===== config.mk =====
export PLATFORM = sky130hd
export DESIGN_NAME = readout_rx_state_counter_flat
export DESIGN_NICKNAME = d
export VERILOG_FILES = /design/src/rtl/readout_rx_state_counter_if.sv /design/src/rtl/readout_rx_state_counter.sv /design/src/flat_wrapper.sv
export SDC_FILE = /design/constraint.sdc
export NUM_CORES = 1
export LEC_CHECK = 0
export ABC_AREA = 1
export ABC_CLOCK_PERIOD_IN_PS = 3950
export BUFFER_PORTS_ARGS = -buffer_cell sky130_fd_sc_hd__buf_4
export CORE_MARGIN = 2
export CORE_UTILIZATION = 43
export CTS_CLUSTER_DIAMETER = 150
export DETAILED_ROUTE_END_ITERATION = 8
export PLACE_DENSITY_LB_ADDON = 0.08
export SLEW_MARGIN = 15
export SYNTH_ARGS = -nofsm -noshare
export SYNTH_HDL_FRONTEND = slang
export SYNTH_SLANG_ARGS = --single-unit

===== constraint.sdc =====
create_clock -name i_clk -period 3.95 [get_ports i_clk]
set_input_delay 0.395 -clock i_clk [delete_from_list [all_inputs] [get_ports i_clk]]
set_output_delay 0.395 -clock i_clk [all_outputs]
set_load 0.05 [all_outputs]

===== src/rtl/readout_rx_state_counter_if.sv =====
// Sample/config/decision bundle between the readout classifier, the state counter and its consumer.
// Signal directions are named from the counter's point of view.
interface readout_rx_state_counter_if #(
   parameter int unsigned COUNT_WIDTH    = 16,
   parameter int unsigned CFG_ADDR_WIDTH = 1
);
   logic                      i_cfg_wr_en;
   logic [CFG_ADDR_WIDTH-1:0] i_cfg_wr_addr;
   logic [COUNT_WIDTH-1:0]    i_cfg_wr_data;
   logic                      i_start_count;
   logic                      i_finish_count;
   logic                      i_valid;
   logic                      i_count_condition;
   logic                      o_busy;
   logic                      o_state_valid;
   logic                      o_state_out;
   logic [COUNT_WIDTH-1:0]    o_one_count;
   logic [COUNT_WIDTH-1:0]    o_sample_count;
   logic                      o_empty_window;

   modport master (
      output i_cfg_wr_en, i_cfg_wr_addr, i_cfg_wr_data,
      output i_start_count, i_finish_count, i_valid, i_count_condition,
      input  o_busy, o_state_valid, o_state_out, o_one_count, o_sample_count, o_empty_window
   );

   modport slave (
      input  i_cfg_wr_en, i_cfg_wr_addr, i_cfg_wr_data,
      input  i_start_count, i_finish_count, i_valid, i_count_condition,
      output o_busy, o_state_valid, o_state_out, o_one_count, o_sample_count, o_empty_window
   );
endinterface


===== src/rtl/readout_rx_state_counter.sv =====
// Per-window |1> sample counter with threshold decision; one registered qubit-state result per window.
// Counters saturate; a start pulse in any state (re)opens a window with fresh counts.
module readout_rx_state_counter #(
   parameter int unsigned COUNT_WIDTH    = 16,
   parameter int unsigned CFG_ADDR_WIDTH = 1,
   parameter int unsigned THRESHOLD_INIT = 0
) (
   input  logic                        i_clk,
   input  logic                        i_rst,
   readout_rx_state_counter_if.slave   io_bus
);
   localparam int unsigned CW = COUNT_WIDTH;
   localparam int unsigned AW = CFG_ADDR_WIDTH;

   typedef enum logic [1:0] {S_IDLE, S_COUNT, S_DECIDE} state_t;

   state_t        r_state;
   logic [CW-1:0] r_sample_cnt;
   logic [CW-1:0] r_one_cnt;
   logic [CW-1:0] r_threshold;
   logic [CW-1:0] r_max_samples;
   logic          r_busy;
   logic          r_state_valid;
   logic          r_state_out;
   logic [CW-1:0] r_one_count_out;
   logic [CW-1:0] r_sample_count_out;
   logic          r_empty_window;

   logic          w_active;
   logic          w_hit;
   logic [CW-1:0] w_sample_base;
   logic [CW-1:0] w_one_base;
   logic [CW-1:0] w_sample_upd;
   logic [CW-1:0] w_one_upd;
   logic          w_close;
   logic          w_thr_wr;
   logic [CW-1:0] w_thr_eff;

   // A start pulse opens or restarts a window from any state, including DECIDE.
   assign w_active      = io_bus.i_start_count || (r_state == S_COUNT);
   assign w_hit         = io_bus.i_valid && io_bus.i_count_condition;
   assign w_sample_base = io_bus.i_start_count ? '0 : r_sample_cnt;
   assign w_one_base    = io_bus.i_start_count ? '0 : r_one_cnt;
   assign w_sample_upd  = (io_bus.i_valid && (w_sample_base != '1)) ? w_sample_base + CW'(1)
                                                                     : w_sample_base;
   assign w_one_upd     = (w_hit && (w_one_base != '1)) ? w_one_base + CW'(1) : w_one_base;
   assign w_close       = w_active && (io_bus.i_finish_count ||
                          ((r_max_samples != '0) && (w_sample_upd == r_max_samples)));

   // The decision sees the threshold as it stands during the DECIDE cycle, so a
   // write landing on the closing edge is forwarded.
   assign w_thr_wr  = io_bus.i_cfg_wr_en && (io_bus.i_cfg_wr_addr == AW'(0));
   assign w_thr_eff = w_thr_wr ? io_bus.i_cfg_wr_data : r_threshold;

   always_ff @(posedge i_clk) begin
      if (i_rst) begin
         r_state            <= S_IDLE;
         r_sample_cnt       <= '0;
         r_one_cnt          <= '0;
         r_threshold        <= CW'(THRESHOLD_INIT);
         r_max_samples      <= '0;
         r_busy             <= 1'b0;
         r_state_valid      <= 1'b0;
         r_state_out        <= 1'b0;
         r_one_count_out    <= '0;
         r_sample_count_out <= '0;
         r_empty_window     <= 1'b0;
      end else begin
         r_state_valid <= 1'b0;
         if (io_bus.i_cfg_wr_en) begin
            if (io_bus.i_cfg_wr_addr == AW'(0)) r_threshold   <= io_bus.i_cfg_wr_data;
            else                                r_max_samples <= io_bus.i_cfg_wr_data;
         end
         if (w_active) begin
            r_sample_cnt <= w_sample_upd;
            r_one_cnt    <= w_one_upd;
         end
         if (w_close) begin
            r_state            <= S_DECIDE;
            r_state_valid      <= 1'b1;
            r_state_out        <= (w_one_upd >= w_thr_eff);
            r_one_count_out    <= w_one_upd;
            r_sample_count_out <= w_sample_upd;
            r_empty_window     <= (w_sample_upd == '0);
            r_busy             <= 1'b0;
         end else if (w_active) begin
            r_state <= S_COUNT;
            r_busy  <= 1'b1;
         end else begin
            r_state <= S_IDLE;
            r_busy  <= 1'b0;
         end
      end
   end

   assign io_bus.o_busy         = r_busy;
   assign io_bus.o_state_valid  = r_state_valid;
   assign io_bus.o_state_out    = r_state_out;
   assign io_bus.o_one_count    = r_one_count_out;
   assign io_bus.o_sample_count = r_sample_count_out;
   assign io_bus.o_empty_window = r_empty_window;
endmodule


===== src/flat_wrapper.sv =====
// flat-port wrapper written by rule: the top's interface ports become plain ports
module readout_rx_state_counter_flat 
#(
   parameter int unsigned COUNT_WIDTH    = 16,
   parameter int unsigned CFG_ADDR_WIDTH = 1,
   parameter int unsigned THRESHOLD_INIT = 0
)
  (i_clk, i_rst, io_bus_i_cfg_wr_en, io_bus_i_cfg_wr_addr, io_bus_i_cfg_wr_data, io_bus_i_start_count, io_bus_i_finish_count, io_bus_i_valid, io_bus_i_count_condition, io_bus_o_busy, io_bus_o_state_valid, io_bus_o_state_out, io_bus_o_one_count, io_bus_o_sample_count, io_bus_o_empty_window);
  readout_rx_state_counter_if #(.COUNT_WIDTH(COUNT_WIDTH), .CFG_ADDR_WIDTH(CFG_ADDR_WIDTH)) io_bus_i ();
  input  logic i_clk;
  input  logic i_rst;
  input wire logic [$bits(io_bus_i.i_cfg_wr_en)-1:0] io_bus_i_cfg_wr_en;
  input wire logic [$bits(io_bus_i.i_cfg_wr_addr)-1:0] io_bus_i_cfg_wr_addr;
  input wire logic [$bits(io_bus_i.i_cfg_wr_data)-1:0] io_bus_i_cfg_wr_data;
  input wire logic [$bits(io_bus_i.i_start_count)-1:0] io_bus_i_start_count;
  input wire logic [$bits(io_bus_i.i_finish_count)-1:0] io_bus_i_finish_count;
  input wire logic [$bits(io_bus_i.i_valid)-1:0] io_bus_i_valid;
  input wire logic [$bits(io_bus_i.i_count_condition)-1:0] io_bus_i_count_condition;
  output wire logic [$bits(io_bus_i.o_busy)-1:0] io_bus_o_busy;
  output wire logic [$bits(io_bus_i.o_state_valid)-1:0] io_bus_o_state_valid;
  output wire logic [$bits(io_bus_i.o_state_out)-1:0] io_bus_o_state_out;
  output wire logic [$bits(io_bus_i.o_one_count)-1:0] io_bus_o_one_count;
  output wire logic [$bits(io_bus_i.o_sample_count)-1:0] io_bus_o_sample_count;
  output wire logic [$bits(io_bus_i.o_empty_window)-1:0] io_bus_o_empty_window;
  assign io_bus_i.i_cfg_wr_en = io_bus_i_cfg_wr_en;
  assign io_bus_i.i_cfg_wr_addr = io_bus_i_cfg_wr_addr;
  assign io_bus_i.i_cfg_wr_data = io_bus_i_cfg_wr_data;
  assign io_bus_i.i_start_count = io_bus_i_start_count;
  assign io_bus_i.i_finish_count = io_bus_i_finish_count;
  assign io_bus_i.i_valid = io_bus_i_valid;
  assign io_bus_i.i_count_condition = io_bus_i_count_condition;
  assign io_bus_o_busy = io_bus_i.o_busy;
  assign io_bus_o_state_valid = io_bus_i.o_state_valid;
  assign io_bus_o_state_out = io_bus_i.o_state_out;
  assign io_bus_o_one_count = io_bus_i.o_one_count;
  assign io_bus_o_sample_count = io_bus_i.o_sample_count;
  assign io_bus_o_empty_window = io_bus_i.o_empty_window;
  readout_rx_state_counter #(.COUNT_WIDTH(COUNT_WIDTH), .CFG_ADDR_WIDTH(CFG_ADDR_WIDTH), .THRESHOLD_INIT(THRESHOLD_INIT)) u_core (.i_clk(i_clk), .i_rst(i_rst), .io_bus(io_bus_i));
endmodule

==> results.json, run 1 <==
{
  "n_antenna_cell": 0,
  "synth_edf_count": 0,
  "area_delta_synth_final_pct": 14.5,
  "leakage_nw": 3.25,
  "setup_tns_ps": 0,
  "final_cells": 1085,
  "reg2reg_setup_slack_ps": 670,
  "cp_cell_sequence": "inv_1 -> nor2_1 -> ha_1 -> inv_1 -> nor3_1 -> nand2_1 -> nor2_1 -> nand4_1 -> nand3_2 -> inv_2 -> nand2_1 -> xor2_1 -> inv_1 -> ha_1 -> nand2_1 -> nor2_1 -> a211oi_1 -> o221ai_1 -> nand2_1 -> nand3_1 -> nand4_1 -> nand2_1",
  "min_period_ps": 3280,
  "slowest_delay_ps": 310,
  "synth.distinct_cells": 34,
  "drt_pass1_iterations": 5,
  "drv_slew": 0,
  "drt_iter0_drc": 353,
  "min_delay_path_depth": 3,
  "grt_usage": 0.252,
  "clock-sinks": 100,
  "power_density_nw_per_um2": 357,
  "crit_cells": 22,
  "status": "completed",
  "postCtsHoldBufs": 0,
  "synth_warnings": 0,
  "hold_class": "in2reg",
  "clkPwrFrac": 0.362,
  "p_seq_frac": 0.462,
  "nNetsFinal": 946,
  "cts_setup_buffers": 0,
  "max_freq_ghz": 0.305,
  "rr_worst_depth": 22,
  "synth_nets": 903,
  "cp_common_cell": "nand2_1",
  "grt_pass1_vias": 5697,
  "seq_area_frac_synth": 0.345,
  "cts_made_buffers": 9,
  "netlist.top_cell.by_area": "dfxtp_1",
  "min-delay-start": "io_bus_i_cfg_wr_data[5]",
  "drive_above_1_share": 0.124,
  "r2r_start": "u_core.r_one_cnt[0]",
  "worst-setup-path-type": "reg2reg",
  "arrival_ps": 3520,
  "wl_um": 17400,
  "dpl.hpwl_um": 13100,
  "synth_top_cell_area_share": 0.345,
  "holdPathEnd": "u_core.r_max_samples[5]",
  "path_clk_slew_ps": 70,
  "ant_nets": 0,
  "routedWlPerCell_um": 16.0,
  "period_share": 0.829,
  "ys_async_sr_fraction": 0,
  "fin_util": 0.504,
  "synth_most_common_cell": "nand2_1",
  "coreArea_um2": 13200,
  "slowest_stage": "dfxtp_1",
  "cp-end-kind": "flip-flop",
  "worst_pin_slew_ps": 924,
  "n_fill_cell": 1364,
  "dieWidth_um": 120,
  "start_util": 0.440,
  "r2r_end": "u_core.io_bus.o_state_out",
  "antenna_found_initial": 0,
  "netlist_top_cells_count": "203 x nand2_1, 100 x dfxtp_1, 94 x nor2_1",
  "clk_latency_ps": 360,
  "comb_power_share": 0.176,
  "globalplace.congestion": 0.921,
  "overflow": 0,
  "grt_setup_unrepaired": "no",
  "switching_share": 0.306,
  "startpoint_type": "flip-flop",
  "die-area_um2": 14400,
  "via_count": 5747,
  "ir_drop_mv": 0.263,
  "p_int_w": 0.00164,
  "syn_avg_cell_area_um2": 6.74,
  "placed_cells": 1069,
  "net-switching-power_w": 0.000727,
  "maxCapViolCount": 0,
  "portBuffers": 59,
  "fin_hold_ws_ps": 314,
  "die_y_um": 120,
  "worstPathRequired_ps": 4200,
  "rows": 42,
  "setup_viol": 0,
  "grt_max_degree": 50,
  "pin_count": 60,
  "cts_buffer_depth": 2,
  "cts_resized": 0,
  "vias_per_cell": 5.30,
  "ys.flop_type": "dfxtp_1",
  "route.detailed.drc": 0,
  "cp_num_buf_inv": 4,
  "cts-root-buf": "clkbuf_16",
  "ys_ff_latch": 100,
  "critPathTopFamily": "simple AND/OR/NAND/NOR gates",
  "crit_fanout": 10,
  "grt_pass1_wl_um": 28300,
  "skew_ps": 8.01,
  "synth_area_leaders": "dfxtp_1 35%, nand2_1 13%, nand3_1 7.6%, nor2_1 6.1%, inv_1 6.0%",
  "finalPower_w": 0.00237,
  "synthCells": 861,
  "cts_tree": "done",
  "synthesis.area_um2": 5800,
  "hold_viol": 0,
  "h-tree-depth": 3,
  "max_slew_margin": 0.382
}
[layer usage]
| metal | up-vias | part of all wire | global-route usage |
|---|---|---|---|
| met2 | 145 | 0.49 | 0.436 |
| met1 | 2633 | 0.42 | 0.290 |
| met3 | 54 | 0.037 | 0.0485 |
| li1 | 2915 | - | - |
| met4 | 0 | 0.053 | 0.143 |
| met5 | - | 0 | 0 |
[state kept, by name, summed over array words and instances (netlist names)]
name / cells
u_core.io_bus.o_state_out: 1
u_core.io_bus.o_busy: 1
u_core.io_bus.o_sample_count: 16
u_core.io_bus.o_one_count: 16
u_core.io_bus.o_empty_window: 1
u_core.r_one_cnt: 16
u_core.r_sample_cnt: 16
u_core.r_threshold: 16
u_core.r_max_samples: 16
u_core.io_bus.o_state_valid: 1
[cell usage in the layout (no fill, tap or decap), types with 2 or more instances in the layout]
| master | instances |
|---|---|
| xnor2_1 | 4 |
| nand2_1 | 203 |
| a21oi_1 | 42 |
| nor3_1 | 11 |
| nand3b_1 | 3 |
| nand4_1 | 50 |
| nor4_1 | 6 |
| nand3_1 | 88 |
| clkbuf_1 | 2 |
| a211oi_1 | 2 |
| ha_1 | 18 |
| o21ai_0 | 38 |
| nor2_2 | 6 |
| inv_2 | 5 |
| mux2i_1 | 15 |
| buf_4 | 72 |
| nand2_2 | 8 |
| xor2_1 | 17 |
| dfxtp_1 | 100 |
| inv_1 | 93 |
| nand3_2 | 3 |
| clkbuf_16 | 9 |
| o21bai_1 | 3 |
| o211ai_1 | 4 |
| nor2_1 | 94 |
| clkinv_4 | 2 |
[metrics by stage]
step	instance area, um^2	setup WS, ps
6_report	6640	675
5_1_grt	6640	181
4_1_cts	6640	683
3_5_place_dp	6360	428
3_3_place_gp	6360	496
2_1_floorplan	5800	674
[worst reg2reg max path, stage by stage, from the launching register on]
cell and delay (ps):
dfxtp_1 310, inv_1 50, nor2_1 160, ha_1 170, inv_1 50, nor3_1 290, nand2_1 140, nor2_1 150
nand4_1 110, nand3_2 160, inv_2 110, nand2_1 110, xor2_1 210, inv_1 90, ha_1 310, nand2_1 90
nor2_1 50, a211oi_1 190, o221ai_1 140, nand2_1 80, nand3_1 60, nand4_1 90, nand2_1 60
[worst max-delay path by stage]
stage,start,to,slack (ps)
global route,u_core.r_one_cnt[0],u_core.io_bus.o_state_out,180
CTS,u_core.r_one_cnt[0],u_core.io_bus.o_state_out,680
global placement,io_bus_i_start_count,u_core.io_bus.o_state_out,500
floorplan,io_bus_i_start_count,u_core.io_bus.o_state_out,670
detailed placement,io_bus_i_start_count,u_core.io_bus.o_state_out,430
finish,u_core.r_one_cnt[0],u_core.io_bus.o_state_out,670
[power groups by stage]
stage	registers, W	logic, W	clock network [W]
final	0.00110	0.000417	0.000859
after global routing	0.00110	0.000466	0.000919
after CTS	0.00109	0.000418	0.000879
after detailed placement	0.00112	0.000416	0
after global placement	0.00112	0.000413	0
after floorplan	0.00114	0.000264	0
[cell families (layout without fill, tap and decap cells)]
family,after synthesis,count (layout),synth area share
flip-flops,100,100,0.345
adder cells (fa/ha/maj),18,18,0.0388
XOR/XNOR,22,22,0.0356
multiplexers,15,15,0.0259
buffers and inverters,141,189,0.105
AND/OR/NAND/NOR,474,474,0.366
AO/OA/AOI/OAI,91,91,0.0837
[area by class of cell]
cell class / instances / area [um^2] / share of cell area
clock buffer: 12 / 246 / 0.0371
timing repair buffer: 73 / 561 / 0.0844
inverter: 100 / 380 / 0.0573
clock inverter: 4 / 33.8 / 0.00509
tap: 176 / 220 / 0.0332
sequential: 100 / 2000 / 0.301
multi-input combinational: 620 / 3200 / 0.482
Note: power is estimated with default switching activity, not from simulation.
==> inputs of run 2 (changes only) <==
--- a/config.mk
+++ b/config.mk
@@ -5,8 +5,8 @@
 export SDC_FILE = /design/constraint.sdc
 export NUM_CORES = 1
 export LEC_CHECK = 0
-export ABC_AREA = 1
-export ABC_CLOCK_PERIOD_IN_PS = 3950
+export ABC_AREA = 0
+export ABC_CLOCK_PERIOD_IN_PS = 2700
 export BUFFER_PORTS_ARGS = -buffer_cell sky130_fd_sc_hd__buf_4
 export CORE_MARGIN = 2
 export CORE_UTILIZATION = 43
==> constraint.sdc (replaced) <==
create_clock -name i_clk -period 2.7 [get_ports i_clk]
set_input_delay 0.27 -clock i_clk [delete_from_list [all_inputs] [get_ports i_clk]]
set_output_delay 0.27 -clock i_clk [all_outputs]
set_load 0.05 [all_outputs]
==> results.json, run 2 <==
{
  "start_util": 0.436,
  "pin_count": 60,
  "violations": "setup timing",
  "synthCells": 721,
  "portBuffers": 59,
  "cp_cell_sequence": "nand2b_2 -> inv_2 -> ha_4 -> nand3_4 -> buf_4 -> nor2_1 -> a41oi_1 -> or3_1 -> xor2_1 -> nand4_1 -> buf_4 -> or4_4 -> buf_6 -> nand4_1 -> o31ai_1",
  "synth_edf_count": 0,
  "maxCapViolCount": 0,
  "die_y_um": 119,
  "worstPathRequired_ps": 2920,
  "cts_tree": "done",
  "cp_num_buf_inv": 4,
  "final_cell_mix": "216 x buf_4, 95 x dfxtp_1, 87 x nand2_1, 66 x nor2_1, 63 x a21oi_1",
  "leakage_nw": 3.37,
  "arrival_ps": 3540,
  "hold_class": "in2reg",
  "cp-end-kind": "flip-flop",
  "grt_pass1_vias": 5858,
  "dieWidth_um": 119,
  "cts_made_buffers": 9,
  "grt_setup_unrepaired": "yes",
  "setup_viol": 36,
  "ys_ff_latch": 100,
  "seq_area_frac_synth": 0.351,
  "drt_pass1_iterations": 6,
  "crit_fanout": 8,
  "syn_avg_cell_area_um2": 7.91,
  "clock-sinks": 100,
  "synth_warnings": 0,
  "status": "complete, but fails checks",
  "nNetsFinal": 951,
  "postCtsHoldBufs": 0,
  "final_common_cell": "buf_4",
  "cts_buffer_depth": 2,
  "finalPower_w": 0.00361,
  "overflow": 0,
  "drt_iter0_drc": 361,
  "area_delta_synth_final_pct": 42.7,
  "drv_slew": 0,
  "via_count": 6104,
  "synth.distinct_cells": 65,
  "synth_top_cell_area_share": 0.351,
  "grt_pass1_wl_um": 31200,
  "critPathTopFamily": "simple AND/OR/NAND/NOR gates",
  "clk_latency_ps": 350,
  "max_freq_ghz": 0.301,
  "synth_area_leaders": "dfxtp_1 35%, nand2_1 5.9%, a21oi_1 5.8%, nor2_1 4.4%, a211oi_1 4.0%",
  "routedWlPerCell_um": 18.3,
  "ys.flop_type": "dfxtp_1",
  "min_period_ps": 3320,
  "coreArea_um2": 13100,
  "power_density_nw_per_um2": 443,
  "ant_nets": 0,
  "worst-setup-path-type": "reg2reg",
  "route.detailed.drc": 0,
  "dpl.hpwl_um": 14500,
  "skew_ps": 8.33,
  "cts-root-buf": "clkbuf_16",
  "synth_nets": 763,
  "n_antenna_cell": 0,
  "worst_pin_slew_ps": 672,
  "period_share": 1.23,
  "synth_most_common_cell": "dfxtp_1",
  "slowest_stage": "or4_4",
  "h-tree-depth": 3,
  "antenna_found_initial": 0,
  "netlist.top_cell.by_area": "dfxtp_1",
  "ir_drop_mv": 0.369,
  "max_slew_margin": 0.551,
  "wl_um": 20000,
  "netlist_top_cells_count": "100 x dfxtp_1, 89 x nand2_1, 67 x nor2_1",
  "pre_cts_ws_ps": -846,
  "globalplace.congestion": 0.979,
  "die-area_um2": 14200,
  "grt_usage": 0.281,
  "ys_async_sr_fraction": 0,
  "hold_viol": 0,
  "vias_per_cell": 5.61,
  "slowest_delay_ps": 510,
  "drive_above_1_share": 0.335,
  "n_fill_cell": 1169,
  "grt_max_degree": 42,
  "startpoint_type": "flip-flop",
  "worst_slack_ps": -621,
  "path_clk_slew_ps": 70,
  "rows": 42,
  "synthesis.area_um2": 5700
}
run 2: cell count changes after synthesis, moves of 24 or more:
cell      before  now
a211oi_1       2   30
a21oi_1       42   66
nand4_1       50   24
inv_1         93   14
nor2_1        94   67
o21ai_0       38   10
nand2_1      203   89
nand3_1       88   35
run 2: worst paths after layout:
check | from | end | slack, ps | depth (start not counted)
worst min-delay path | io_bus_i_finish_count | u_core.io_bus.o_busy | 110 | 2
worst max-delay path | u_core.r_sample_cnt[0] | u_core.io_bus.o_sample_count[6] | -620 | 15
worst min register to register | u_core.r_one_cnt[14] | u_core.r_one_cnt[14] | 460 | 2
worst max register to register | u_core.r_sample_cnt[0] | u_core.io_bus.o_sample_count[6] | -620 | 15
run 2: cells by family after synthesis:
| logic type | after synthesis | synth area share |
|---|---|---|
| simple gates | 318 | 0.283 |
| compound gates | 163 | 0.182 |
| flops | 100 | 0.351 |
| buf+inv | 68 | 0.0503 |
| xor+xnor | 32 | 0.0542 |
| mux | 22 | 0.0399 |
| fa+ha+maj | 18 | 0.0395 |
run 2: layout make-up:
cell class	instances	area (um^2)	share of cell area
multi-input combinational	554	3690	0.454
sequential	100	2010	0.247
timing repair buffer	230	1860	0.229
clock buffer	11	243	0.0298
tap	176	220	0.0271
clock inverter	4	58.8	0.00723
inverter	14	52.6	0.00646
run 2: report_power, final:
group	internal, W	leakage [nW]	switching (W)
Clock	0.000750	0.148	0.000581
Combinational	0.000296	2.41	0.000400
Sequential	0.00153	0.817	0.0000474
Total	0.00258	3.37	0.00103
run 2: worst reg2reg max path, delay by kind of cell (launching register included):
family	cells	cell delay, ps
flops	1	340
fa+ha+maj	1	170
simple gates	7	1650
xor+xnor	1	160
buf+inv	4	640
compound gates	2	230
run 2: timing repair:
item | CTS | global route
cloned | 4 | 0
pin swaps | 16 | 29
setup endpoints to repair | 36 | 37
buffers inserted | 12 | 6
gates resized for setup | 26 | 24
run 2: metal layers:
layer  track usage  up-vias  share of wire  wire, um
li1              -     2965              -         -
met1         0.357     2879           0.43      8600
met2         0.470      200           0.48      9500
met3        0.0441       60          0.051      1010
met4         0.127        0          0.044       876
met5             0        -              0         0
run 2: per-stage QoR:
stage          instances  TNS [ps]  cell area [um^2]  hold slack [ps]  utilization
2_1_floorplan        721    -22560              5850              349            -
3_3_place_gp        1052    -28490              7380              445        0.564
3_5_place_dp        1052    -27470              7380              454        0.564
4_1_cts             1083    -18180              7980             96.5        0.610
5_1_grt             1089    -24050              8140              110        0.622
6_report            1089    -20990              8140              108        0.622
